$ cat config.mk
export PLATFORM = sky130hd
export DESIGN_NAME = fetch_sequencer_flat
export DESIGN_NICKNAME = d
export VERILOG_FILES = /design/src/rtl/fetch_if.sv /design/src/rtl/fetch_sequencer.sv /design/src/flat_wrapper.sv
export SDC_FILE = /design/constraint.sdc
export NUM_CORES = 1
export LEC_CHECK = 0
export ABC_AREA = 1
export CORE_MARGIN = 3
export CORE_UTILIZATION = 39
export CTS_CLUSTER_DIAMETER = 200
export DETAILED_ROUTE_END_ITERATION = 8
export GPL_TIMING_DRIVEN = 1
export PLACE_DENSITY = 0.72
export RECOVER_POWER = 25
export SYNTH_ARGS = -nofsm -noshare
export SYNTH_HDL_FRONTEND = slang
export SYNTH_SLANG_ARGS = --single-unit
export TNS_END_PERCENT = 20
$ cat constraint.sdc
create_clock -name clk -period 4.2 [get_ports clk]
set_clock_uncertainty 0.15 [all_clocks]
set_input_delay 0.63 -clock clk [delete_from_list [all_inputs] [get_ports clk]]
set_output_delay 0.63 -clock clk [all_outputs]
set_load 0.01 [all_outputs]
$ cat src/rtl/fetch_if.sv
// fetch_if: fetch front-end bundle between memory, decode/control and the sequencer
interface fetch_if #(parameter int n = 16);
  logic         imem_req;
  logic [n-1:0] imem_addr;
  logic         imem_gnt;
  logic         imem_rvalid;
  logic [n-1:0] imem_rdata;
  logic [n-1:0] instr;
  logic [4:0]   op;
  logic         instr_valid;
  logic         instr_ready;
  logic [n-1:0] pc;
  logic         pcsrc;
  logic         jump;
  logic [n-1:0] branch_target;
  logic [n-1:0] jump_target;
  logic [n-1:0] retired;
  modport master (
    output imem_req, imem_addr, instr, op, instr_valid, pc, retired,
    input  imem_gnt, imem_rvalid, imem_rdata, instr_ready, pcsrc, jump, branch_target, jump_target
  );
  modport slave (
    input  imem_req, imem_addr, instr, op, instr_valid, pc, retired,
    output imem_gnt, imem_rvalid, imem_rdata, instr_ready, pcsrc, jump, branch_target, jump_target
  );
endinterface

$ cat src/rtl/fetch_sequencer.sv
// fetch_sequencer: single-outstanding instruction fetch with PC ownership and redirect handling
module fetch_sequencer #(
  parameter int           n        = 16,
  parameter logic [n-1:0] RESET_PC = '0,
  parameter int           PC_INC   = 2
) (
  input  logic    clk,
  input  logic    reset_n,
  fetch_if.master bus
);
  typedef enum logic [1:0] {IDLE, REQ, WAIT, HOLD} state_t;
  localparam logic [n-1:0] ALIGN = PC_INC == 2 ? {{(n-1){1'b1}}, 1'b0} : '1;
  state_t       state_q, state_d;
  logic [n-1:0] fetch_pc_q, fetch_pc_d, instr_q, instr_d, pc_q, pc_d, retired_q, retired_d;
  logic         valid_q, valid_d;
  logic         load, accept;
  logic [n-1:0] redirect_pc;
  always_ff @(posedge clk or negedge reset_n) begin
    if (!reset_n) begin
      state_q    <= IDLE;
      fetch_pc_q <= RESET_PC;
      instr_q    <= '0;
      pc_q       <= '0;
      valid_q    <= 1'b0;
      retired_q  <= '0;
    end else begin
      state_q    <= state_d;
      fetch_pc_q <= fetch_pc_d;
      instr_q    <= instr_d;
      pc_q       <= pc_d;
      valid_q    <= valid_d;
      retired_q  <= retired_d;
    end
  end
  // rvalid only counts in WAIT; redirect inputs only matter on an accept in HOLD
  always_comb begin
    load        = state_q == WAIT && bus.imem_rvalid;
    accept      = state_q == HOLD && valid_q && bus.instr_ready;
    redirect_pc = bus.jump ? bus.jump_target & ALIGN : bus.pcsrc ? bus.branch_target & ALIGN : fetch_pc_q;
    fetch_pc_d  = load ? fetch_pc_q + n'(PC_INC) : accept ? redirect_pc : fetch_pc_q;
    instr_d     = load ? bus.imem_rdata : instr_q;
    pc_d        = load ? fetch_pc_q : pc_q;
    valid_d     = load || (valid_q && !accept);
    retired_d   = retired_q + n'(accept);
    state_d     = state_q;
    case (state_q)
      IDLE:    state_d = REQ;
      REQ:     state_d = bus.imem_gnt ? WAIT : REQ;
      WAIT:    state_d = bus.imem_rvalid ? HOLD : WAIT;
      default: state_d = accept ? REQ : HOLD;
    endcase
  end
  always_comb begin
    bus.imem_req    = state_q == REQ;
    bus.imem_addr   = fetch_pc_q;
    bus.instr       = instr_q;
    bus.op          = instr_q[n-1:n-5];
    bus.instr_valid = valid_q;
    bus.pc          = pc_q;
    bus.retired     = retired_q;
  end
endmodule

$ cat src/flat_wrapper.sv
// flat-port wrapper written by rule: the top's interface ports become plain ports
module fetch_sequencer_flat 
#(
  parameter int           n        = 16,
  parameter logic [n-1:0] RESET_PC = '0,
  parameter int           PC_INC   = 2
)
  (clk, reset_n, bus_imem_req, bus_imem_addr, bus_instr, bus_op, bus_instr_valid, bus_pc, bus_retired, bus_imem_gnt, bus_imem_rvalid, bus_imem_rdata, bus_instr_ready, bus_pcsrc, bus_jump, bus_branch_target, bus_jump_target);
  fetch_if #(.n(n)) bus_i ();
  input  logic clk;
  input  logic reset_n;
  output wire logic [$bits(bus_i.imem_req)-1:0] bus_imem_req;
  output wire logic [$bits(bus_i.imem_addr)-1:0] bus_imem_addr;
  output wire logic [$bits(bus_i.instr)-1:0] bus_instr;
  output wire logic [$bits(bus_i.op)-1:0] bus_op;
  output wire logic [$bits(bus_i.instr_valid)-1:0] bus_instr_valid;
  output wire logic [$bits(bus_i.pc)-1:0] bus_pc;
  output wire logic [$bits(bus_i.retired)-1:0] bus_retired;
  input wire logic [$bits(bus_i.imem_gnt)-1:0] bus_imem_gnt;
  input wire logic [$bits(bus_i.imem_rvalid)-1:0] bus_imem_rvalid;
  input wire logic [$bits(bus_i.imem_rdata)-1:0] bus_imem_rdata;
  input wire logic [$bits(bus_i.instr_ready)-1:0] bus_instr_ready;
  input wire logic [$bits(bus_i.pcsrc)-1:0] bus_pcsrc;
  input wire logic [$bits(bus_i.jump)-1:0] bus_jump;
  input wire logic [$bits(bus_i.branch_target)-1:0] bus_branch_target;
  input wire logic [$bits(bus_i.jump_target)-1:0] bus_jump_target;
  assign bus_imem_req = bus_i.imem_req;
  assign bus_imem_addr = bus_i.imem_addr;
  assign bus_instr = bus_i.instr;
  assign bus_op = bus_i.op;
  assign bus_instr_valid = bus_i.instr_valid;
  assign bus_pc = bus_i.pc;
  assign bus_retired = bus_i.retired;
  assign bus_i.imem_gnt = bus_imem_gnt;
  assign bus_i.imem_rvalid = bus_imem_rvalid;
  assign bus_i.imem_rdata = bus_imem_rdata;
  assign bus_i.instr_ready = bus_instr_ready;
  assign bus_i.pcsrc = bus_pcsrc;
  assign bus_i.jump = bus_jump;
  assign bus_i.branch_target = bus_branch_target;
  assign bus_i.jump_target = bus_jump_target;
  fetch_sequencer #(.n(n), .RESET_PC(RESET_PC), .PC_INC(PC_INC)) u_core (.clk(clk), .reset_n(reset_n), .bus(bus_i));
endmodule
# After elaboration in Yosys (flattened, before gate mapping)
# Cells that the tools add are included.
# Widths: inputs -> output; s select.
[op_classes]
n_lt_le_gt_ge = 0
n_mul = 0
reduce_logical = 10
n_addsub = 2
shift = 0
div_mod_pow = 0
bitwise_logic = 0
mux = 8
eq_ne = 3
[ops]
columns = ["cell", "n"]
rows = [
  ["$mux 16", 4],
  ["$add 16x1->16", 1],
  ["$add 16x2->16 const B", 1],
  ["$pmux 2 s3", 1],
  ["$eq 2x2->1 const B", 2],
  ["$logic_and 1x1->1", 4],
  ["$mux 2", 2],
  ["$reduce_bool 3->1", 1],
  ["$eq 2x1->1 const B", 1],
  ["$logic_not 2->1", 1],
  ["$reduce_and 2->1", 1],
  ["$reduce_bool 2->1", 1],
  ["$logic_not 1->1", 1],
  ["$logic_or 1x1->1", 1],
  ["$mux 1", 1],
]
[word_totals]
word_cells = 29
mem_bits_ro = 0
out_inout_bits = 71
register_bits = 67
mem_bits_rw = 0
in_bits = 55
latch_bits = 0
n_memories = 0

# Logic depth before layout (Yosys ltp)
# Gate-level depths: netlist (run 1).
[logic_depth]
depth_word = 6
depth_mapped = 12
depth_no_buf = 12

# Worst setup path before layout (run 1)
# OpenSTA, ideal clock, no wires.
[synth_path]
path_kind = "input to register"
start = "input port bus_instr_ready"
end = "register u_core.retired_q[14] (netlist: u_core.bus.retired[14])"
cell_stages = 12
setup_time_ps = 119
t_required_ps = 3931
n_path_buf = 0
slack_ps = 1996
arrival_time_ps = 1935
path_cell_list = "inv_1 > nor2_2 > nand2_1 > inv_1 > ha_1 > ha_1 > nand2_1 > nor2_1 > nand2_2 > nor2_4 > and3_1 > nor2_1"
[synth_via]
elab_chain_cells = 2
[synth_lines]
columns = ["element", "line_no", "text"]
rows = [
  ["start: declaration", "flat_wrapper.sv:22", "input wire logic [$bits(bus_i.instr_ready)-1:0] bus_instr_ready;"],
  ["$logic_and 1x1->1", "fetch_sequencer.sv:38", "accept = state_q == HOLD && valid_q && bus.instr_ready;"],
  ["$add 16x1->16", "fetch_sequencer.sv:44", "retired_d = retired_q + n'(accept);"],
  ["named net u_core.retired_d[14]", "fetch_sequencer.sv:14", "logic [n-1:0] fetch_pc_q, fetch_pc_d, instr_q, instr_d, pc_q, pc_d, retired_q, retired_d;"],
  ["end signal: assignment", "fetch_sequencer.sv:32", "retired_q <= retired_d;"],
  ["end: declaration", "fetch_sequencer.sv:14", ""],
]
# The timed path passes the listed nets, and every way through them passes these cells.
# A chain may end at the register's enable or synchronous reset.

# Final worst setup path (run 1)
# Ends and elaborated chain as after synthesis.

==> metrics.md, run 1 <==
| Metric | Value |
|---|---|
| Core box area | 0.00834 mm^2 |
| Ratio of cells with drive above 1 in the final layout | 7.10% |
| Cell-internal power | 1.94 mW |
| Routed wire length per instance | 13.8 um |
| CP required | 4.28 ns |
| Antenna Cells | 0 |
| Mapped Area | 0.00339 mm^2 |
| Synth Warn # | 0 |
| Post-route antenna net violation count | 0 |
| Num ports | 126 |
| Area growth syn-to-layout | 42.5% |
| Routed WL | 9.06 mm |
| Status | finished with violations |
| Die Height | 99.2 um |
| Max Buffers Root-to-Sink | 2 |
| Post-synth top cells | nand2_1 (149), dfrtp_1 (65), nor2_1 (56) |
| I/O Buffers | 121 |
| RSZ-0062 raised after global routing | no |
| DIE AREA | 0.00984 mm^2 |
| Synth area leaders | dfrtp_1 (48%), nand2_1 (17%), nor2_1 (6.2%), inv_1 (4.0%), nand3_1 (2.4%) |
| Global-route wire length before repair | 15.0 mm |
| Post-synth EDFFs | 0 |
| Max Cap Viol | 1 |
| Number of global-route vias before repair | 3,161 |
| Worst slew pin tran | 2.28 ns |
| Post-DP HPWL | 6.56 mm |
| Final GP Congestion | 0.885 |
| Root Driver | clkbuf_8 |
| Area share of the largest cell type after synthesis | 48.0% |
| Crit path time final | 2.62 ns |
| Final Hold Vio Count | 0 |
| Distinct cell type count after synthesis | 29 |
| Mapped Avg Cell Area | 7.90 um^2 |
| Initial antenna violation count | 0 |
| Final #Nets | 605 |
| Seq pwr share | 35.6% |
| Tot GR Track Use | 18.8% |
| Max-Slew Margin vs Limit | -52.3% |
| Cell count after synthesis | 429 |
| Overflow after GRT | 0 |
| Utilization after layout | 57.9% |
| Worst ir drop on vdd | 0.338 mV |
| Crit share post-route | 62.5% |
| CP max FO | 3 |
| Leak pwr | 2.29 nW |
| Pwr Density | 636 mW/mm^2 |
| Starting Density | 40.6% |
| Vias per cell | 4.74 |
| NetSw | 1.13 mW |
| Leading area contributor after synthesis | dfrtp_1 |
| Vias | 3,100 |
| Final number of max-transition violations | 43 |
| Worst hold path type | reg2reg |
| H-tree Lvls | 3 |
| Kind of critical path | in2reg |
| Width of the die | 99.2 um |
| Setup tns final | 0 ns |
| Setup Viol. Count Final | 0 |
| Critical Path AT | 2.70 ns |
| Flops & latches, synth | 65 |
| Post_cts resized | 0 |
| Detailed Routing Iterations Pass 1 | 4 |
| Postcts setup bufs | 0 |
| Sequential element share of the synthesized area | 48.0% |
| Most common cell in the synthesized netlist | nand2_1 |
| Setup crit end kind | flip-flop |
| CTS Buf Count | 9 |
| Hold_buf cts | 0 |
| Site row count | 33 |
| Largest net degree at the start of global routing | 56 |
| Clock Sink Count | 65 |
| Worst-path clk slew | 0.08 ns |
| Clock Power Share | 19.4% |
| Ys async rst share | 100% |
| CTS tree | built |
| Ys flop type | dfrtp_1 |
| Drt drc | 0 |
| CP startpoint kind | input port |
| Sw frac | 36.7% |
| Initial drt markers | 111 |
| Clock Latency Late Sink | 0.34 ns |
| Comb power frac | 45.0% |
| Failing checks | max-capacitance violations, max-slew violations |
| Fmax | 381 MHz |
-- stage by stage --
step	std cells	worst slack (ns)	hold WS [ns]	instance area (um^2)	power, mW
after floorplan	430	2.00	0.184	3390	1.81
after global placement	640	1.36	0.312	4610	2.46
after detailed placement	640	1.33	0.314	4610	2.50
after CTS	654	1.69	0.318	4830	3.11
after global routing	654	1.31	0.350	4830	3.30
final	654	1.58	0.328	4830	3.07
-- final timing paths --
kind,start,slack (ns),endpoint,depth (start not counted)
hold / removal,u_core.bus.pc[1]$_DFFE_PN0P_,0.33,u_core.bus.pc[1]$_DFFE_PN0P_,2
setup / recovery,bus_instr_ready,1.58,u_core.bus.retired[14]$_DFF_PN0_,13
hold reg to reg,u_core.bus.pc[1]$_DFFE_PN0P_,0.33,u_core.bus.pc[1]$_DFFE_PN0P_,2
max in group asynchronous,reset_n,1.71,u_core.bus.pc[9]$_DFFE_PN0P_,2
setup reg to reg,u_core.state_q[1]$_DFF_PN0_,1.93,u_core.bus.retired[14]$_DFF_PN0_,12
min in group asynchronous,reset_n,0.83,u_core.bus.retired[10]$_DFF_PN0_,1
-- area by class of cell --
type | instances | area (um^2)
multi-input combinational | 308 | 1470
clock buffer | 11 | 151
sequential | 65 | 1630
inverter | 36 | 135
clock inverter | 3 | 65.1
timing repair buffer | 126 | 1240
fill | 777 | 3510
tap | 105 | 131
-- state kept, by name (all words and copies together) (netlist names) --
name,flops
u_core.bus.instr_valid,1
u_core.bus.retired,16
u_core.bus.instr,16
u_core.bus.imem_addr,15
u_core.state_q,2
u_core.bus.pc,15
-- placed cells by master (no fill, tap or decap), types with 4 or more instances in the layout --
cell | synthesis | layout
dfrtp_1 | 65 | 65
or2_2 | 9 | 9
xor2_1 | 8 | 8
xnor2_1 | 5 | 5
inv_1 | 36 | 36
o211ai_1 | 10 | 10
nand3_1 | 16 | 16
o21ai_0 | 7 | 7
nor2_1 | 56 | 57
o21a_1 | 5 | 5
clkdlybuf4s50_1 | 0 | 119
nand3_2 | 4 | 4
ha_1 | 4 | 4
buf_4 | 9 | 5
o21ai_1 | 10 | 10
nand2_1 | 149 | 149
clkbuf_8 | 0 | 11
-- kinds of logic after synthesis --
kind of cell / Yosys count / synth area share [%]
xor gates and xnor gates: 13 / 3.36
buffers and inverters: 57 / 8.50
muxes: 2 / 0.591
other: 1 / 0.111
AOI/OAI and AO/OA: 37 / 6.80
DFF: 65 / 48.0
and+or+nand+nor: 250 / 31.1
adders and majority gates: 4 / 1.48
-- worst max-delay path: stages --
cell           delay, ns
dlygate4sd3_1       0.52
inv_1               0.04
nor2_1              0.16
nand2_1             0.10
inv_1               0.10
ha_1                0.20
ha_1                0.19
nand2_1             0.06
nor2_1              0.23
nand2_2             0.15
nor2_4              0.12
and3_1              0.15
nor2_1              0.04
-- power by group through the flow --
stage               sequential [mW]  combinational, mW  clock [mW]
floorplan                      1.18              0.627           0
global placement               1.09               1.37           0
detailed placement             1.10               1.40           0
CTS                            1.09               1.41       0.606
global route                   1.13               1.53       0.637
finish                         1.09               1.38       0.594
-- metal layers --
metal  track usage [%]  share of wire (%)  up-vias
met3              6.17                8.2        7
met4              5.67                1.2        0
met5                 0                  0        -
li1                  -                  -     1557
met1              22.9                 42     1433
met2              31.8                 48      103
(Power assumes the default switching activity.)
==> inputs of run 2 (changes only) <==
--- a/config.mk
+++ b/config.mk
@@ -11,7 +11,7 @@
 export CTS_CLUSTER_DIAMETER = 200
 export DETAILED_ROUTE_END_ITERATION = 8
 export GPL_TIMING_DRIVEN = 1
-export PLACE_DENSITY = 0.72
+export PLACE_DENSITY = 0.75
 export RECOVER_POWER = 25
 export SYNTH_ARGS = -nofsm -noshare
 export SYNTH_HDL_FRONTEND = slang
==> constraint.sdc (replaced) <==
create_clock -name clk -period 2.4 [get_ports clk]
set_clock_uncertainty 0.15 [all_clocks]
set_input_delay 0.36 -clock clk [delete_from_list [all_inputs] [get_ports clk]]
set_output_delay 0.36 -clock clk [all_outputs]
set_load 0.01 [all_outputs]
==> run 2 against run 1 <==
Net effect: critical path depth stayed put; wire length is 0.53% higher; cell count is 1.2% higher; total power is 77% higher; sequential power is 76% higher; utilization is 0.66 points higher; highest routed layer unchanged; sequential share of layout area is 0.38 points lower; the run now ends clean.
==> metrics.md, run 2 (same netlist as run 1, synthesis figures left out) <==
| Metric | Value |
|---|---|
| Met3 routed WL | 667 um |
| CTS tree | built |
| DIE AREA | 0.00984 mm^2 |
| Final #Nets | 612 |
| Routed WL | 9.10 mm |
| Initial drt markers | 48 |
| Final Hold Vio Count | 0 |
| Crit path time final | 2.09 ns |
| Area growth syn-to-layout | 44.1% |
| Post-DP HPWL | 6.78 mm |
| Setup ws final | 0.306 ns |
| Postcts setup bufs | 0 |
| Crit-path leading delay family | simple AND/OR/NAND/NOR gates |
| Core box area | 0.00834 mm^2 |
| Number of global-route vias before repair | 3,121 |
| Vias per cell | 4.73 |
| Setup crit end kind | flip-flop |
| Num ports | 126 |
| Clock Latency Late Sink | 0.34 ns |
| Pwr Density | 1120 mW/mm^2 |
| DR top layer | met4 |
| Antenna Cells | 0 |
| Multi-input gate area | 0.00147 mm^2 |
| Worst-path clk slew | 0.07 ns |
| Drt drc | 0 |
| Die Height | 99.2 um |
| Detailed Routing Iterations Pass 1 | 4 |
| Most frequent cells in the layout | nand2_1 (149), clkdlybuf4s50_1 (120), dfrtp_1 (65) |
| Clock Sink Count | 65 |
| Global-route wire length before repair | 14.9 mm |
| Kind of critical path | in2reg |
| Cell Chain, Critical Path | clkdlybuf4s50_1 -> inv_1 -> nor2_1 -> nand2_1 -> inv_1 -> ha_1 -> ha_1 -> nand2_1 -> nor2_1 -> nand2_2 -> nor2_4 -> and3_1 -> nor2_1 |
| Pre-CTS setup slack | -0.0242 ns |
| Critical Path AT | 2.17 ns |
| H-tree Lvls | 3 |
| Largest net degree at the start of global routing | 43 |
| Site row count | 33 |
| Final GP Congestion | 0.808 |
| Initial antenna violation count | 0 |
| Routed wire length per instance | 13.8 um |
| Slowest stage delay, CP | 0.45 ns |
| Tot GR Track Use | 18.8% |
| Worst path bufs/invs | 3 |
| Crit-path most repeated cell | nor2_1 |
| WHS | 0.330 ns |
| I/O Buffers | 121 |
| Status | finished, final reports clean |
| Worst hold path type | reg2reg |
| Max-Slew Margin vs Limit | 11.6% |
| Worst slew pin tran | 1.33 ns |
| Ratio of cells with drive above 1 in the final layout | 7.36% |
| Width of the die | 99.2 um |
| Setup Viol. Count Final | 0 |
| Total power draw | 5.44 mW |
| M1 WL | 3.79 mm |
| Commonest non-fill, non-tap cell in the layout | nand2_1 |
| Post-route antenna net violation count | 0 |
| RSZ-0062 raised after global routing | no |
| Vias | 3,130 |
| CP startpoint kind | input port |
| Root Driver | clkbuf_8 |
| Crit share post-route | 87.2% |
| Filler instances | 784 |
| CP required | 2.48 ns |
| Max Cap Viol | 0 |
| Worst ir drop on vdd | 0.648 mV |
| Max Buffers Root-to-Sink | 2 |
| Leak pwr | 2.32 nW |
| Fmax | 478 MHz |
| Reg area | 0.00163 mm^2 |
| CP max FO | 3 |
| Overflow after GRT | 0 |
| Metal2 WL | 4.50 mm |
| Slowest CP cell | clkdlybuf4s50_1 |
| Starting Density | 40.6% |
| Post_cts resized | 0 |
| Final number of max-transition violations | 0 |
| CTS Buf Count | 9 |
==> run 2: cell types whose count changed in the layout (fill, tap and decap cells not counted) <==
cell             before  now
nand3_1              16   17
buf_6                 0    1
clkdlybuf4s50_1     119  120
nand3_2               4    3
o21ai_1              10    9
clkbuf_4              0    1
clkbuf_1              1    5
o21ai_0               7    8
buf_4                 5    6
clkinv_2              1    0
clkbuf_8             11   12
==> run 2: cell type report <==
cell class / instances / share of cell area, %
well taps: 105 / 2.69
repair buffers: 133 / 26.4
clock buffers: 13 / 3.46
inverters: 36 / 2.77
clock inverters: 2 / 1.23
flip-flops and latches: 65 / 33.3
multi-input cells: 308 / 30.1
==> run 2: repair_timing <==
| action | in CTS | in global routing |
|---|---|---|
| hold buffers | 1 | 0 |
| endpoints found under the setup margin | 0 | 0 |
| hold endpoints to repair | 23 | 0 |
==> run 2: power by group <==
group / internal, mW / switching, mW / total, mW
Clock: 0.666 / 0.412 / 1.08
Sequential: 1.53 / 0.388 / 1.92
Combinational: 1.26 / 1.19 / 2.45
==> run 2: metrics by stage <==
| stage | instances | utilization [%] | setup TNS [ns] | area [um^2] |
|---|---|---|---|---|
| 2_1_floorplan | 430 | - | 0 | 3390 |
| 3_3_place_gp | 646 | 56.0 | 0 | 4670 |
| 6_report | 662 | 58.5 | 0 | 4880 |
| 5_1_grt | 662 | 58.5 | 0 | 4880 |
| 4_1_cts | 662 | 58.9 | 0 | 4910 |
| 3_5_place_dp | 646 | 56.0 | -0.0242 | 4670 |
==> run 2: worst reg2reg max path: cells and delay by family (launching register included) <==
kind                       cells  cell delay, ns
adders and majority gates      2            0.38
buffers and inverters          1            0.08
DFF                            1            0.38
and+or+nand+nor                9            0.96
==> run 2: final timing paths <==
| check | start | end | slack, ns | cells past startpoint |
|---|---|---|---|---|
| hold / removal | u_core.bus.instr[4]$_DFFE_PN0P_ | u_core.bus.instr[4]$_DFFE_PN0P_ | 0.33 | 2 |
| min in group asynchronous | reset_n | u_core.bus.retired[1]$_DFF_PN0_ | 0.71 | 2 |
| hold reg to reg | u_core.bus.instr[4]$_DFFE_PN0P_ | u_core.bus.instr[4]$_DFFE_PN0P_ | 0.33 | 2 |
| max in group asynchronous | reset_n | u_core.bus.pc[7]$_DFFE_PN0P_ | 0.37 | 3 |
| setup / recovery | bus_instr_ready | u_core.bus.retired[14]$_DFF_PN0_ | 0.31 | 13 |
| setup reg to reg | u_core.state_q[1]$_DFF_PN0_ | u_core.bus.retired[14]$_DFF_PN0_ | 0.35 | 12 |
==> run 2: layer usage <==
| layer | global-route usage, % | vias up |
|---|---|---|
| met5 | 0 | - |
| met4 | 5.99 | 0 |
| met3 | 6.24 | 15 |
| met2 | 32.0 | 91 |
| met1 | 22.4 | 1456 |
| li1 | - | 1568 |
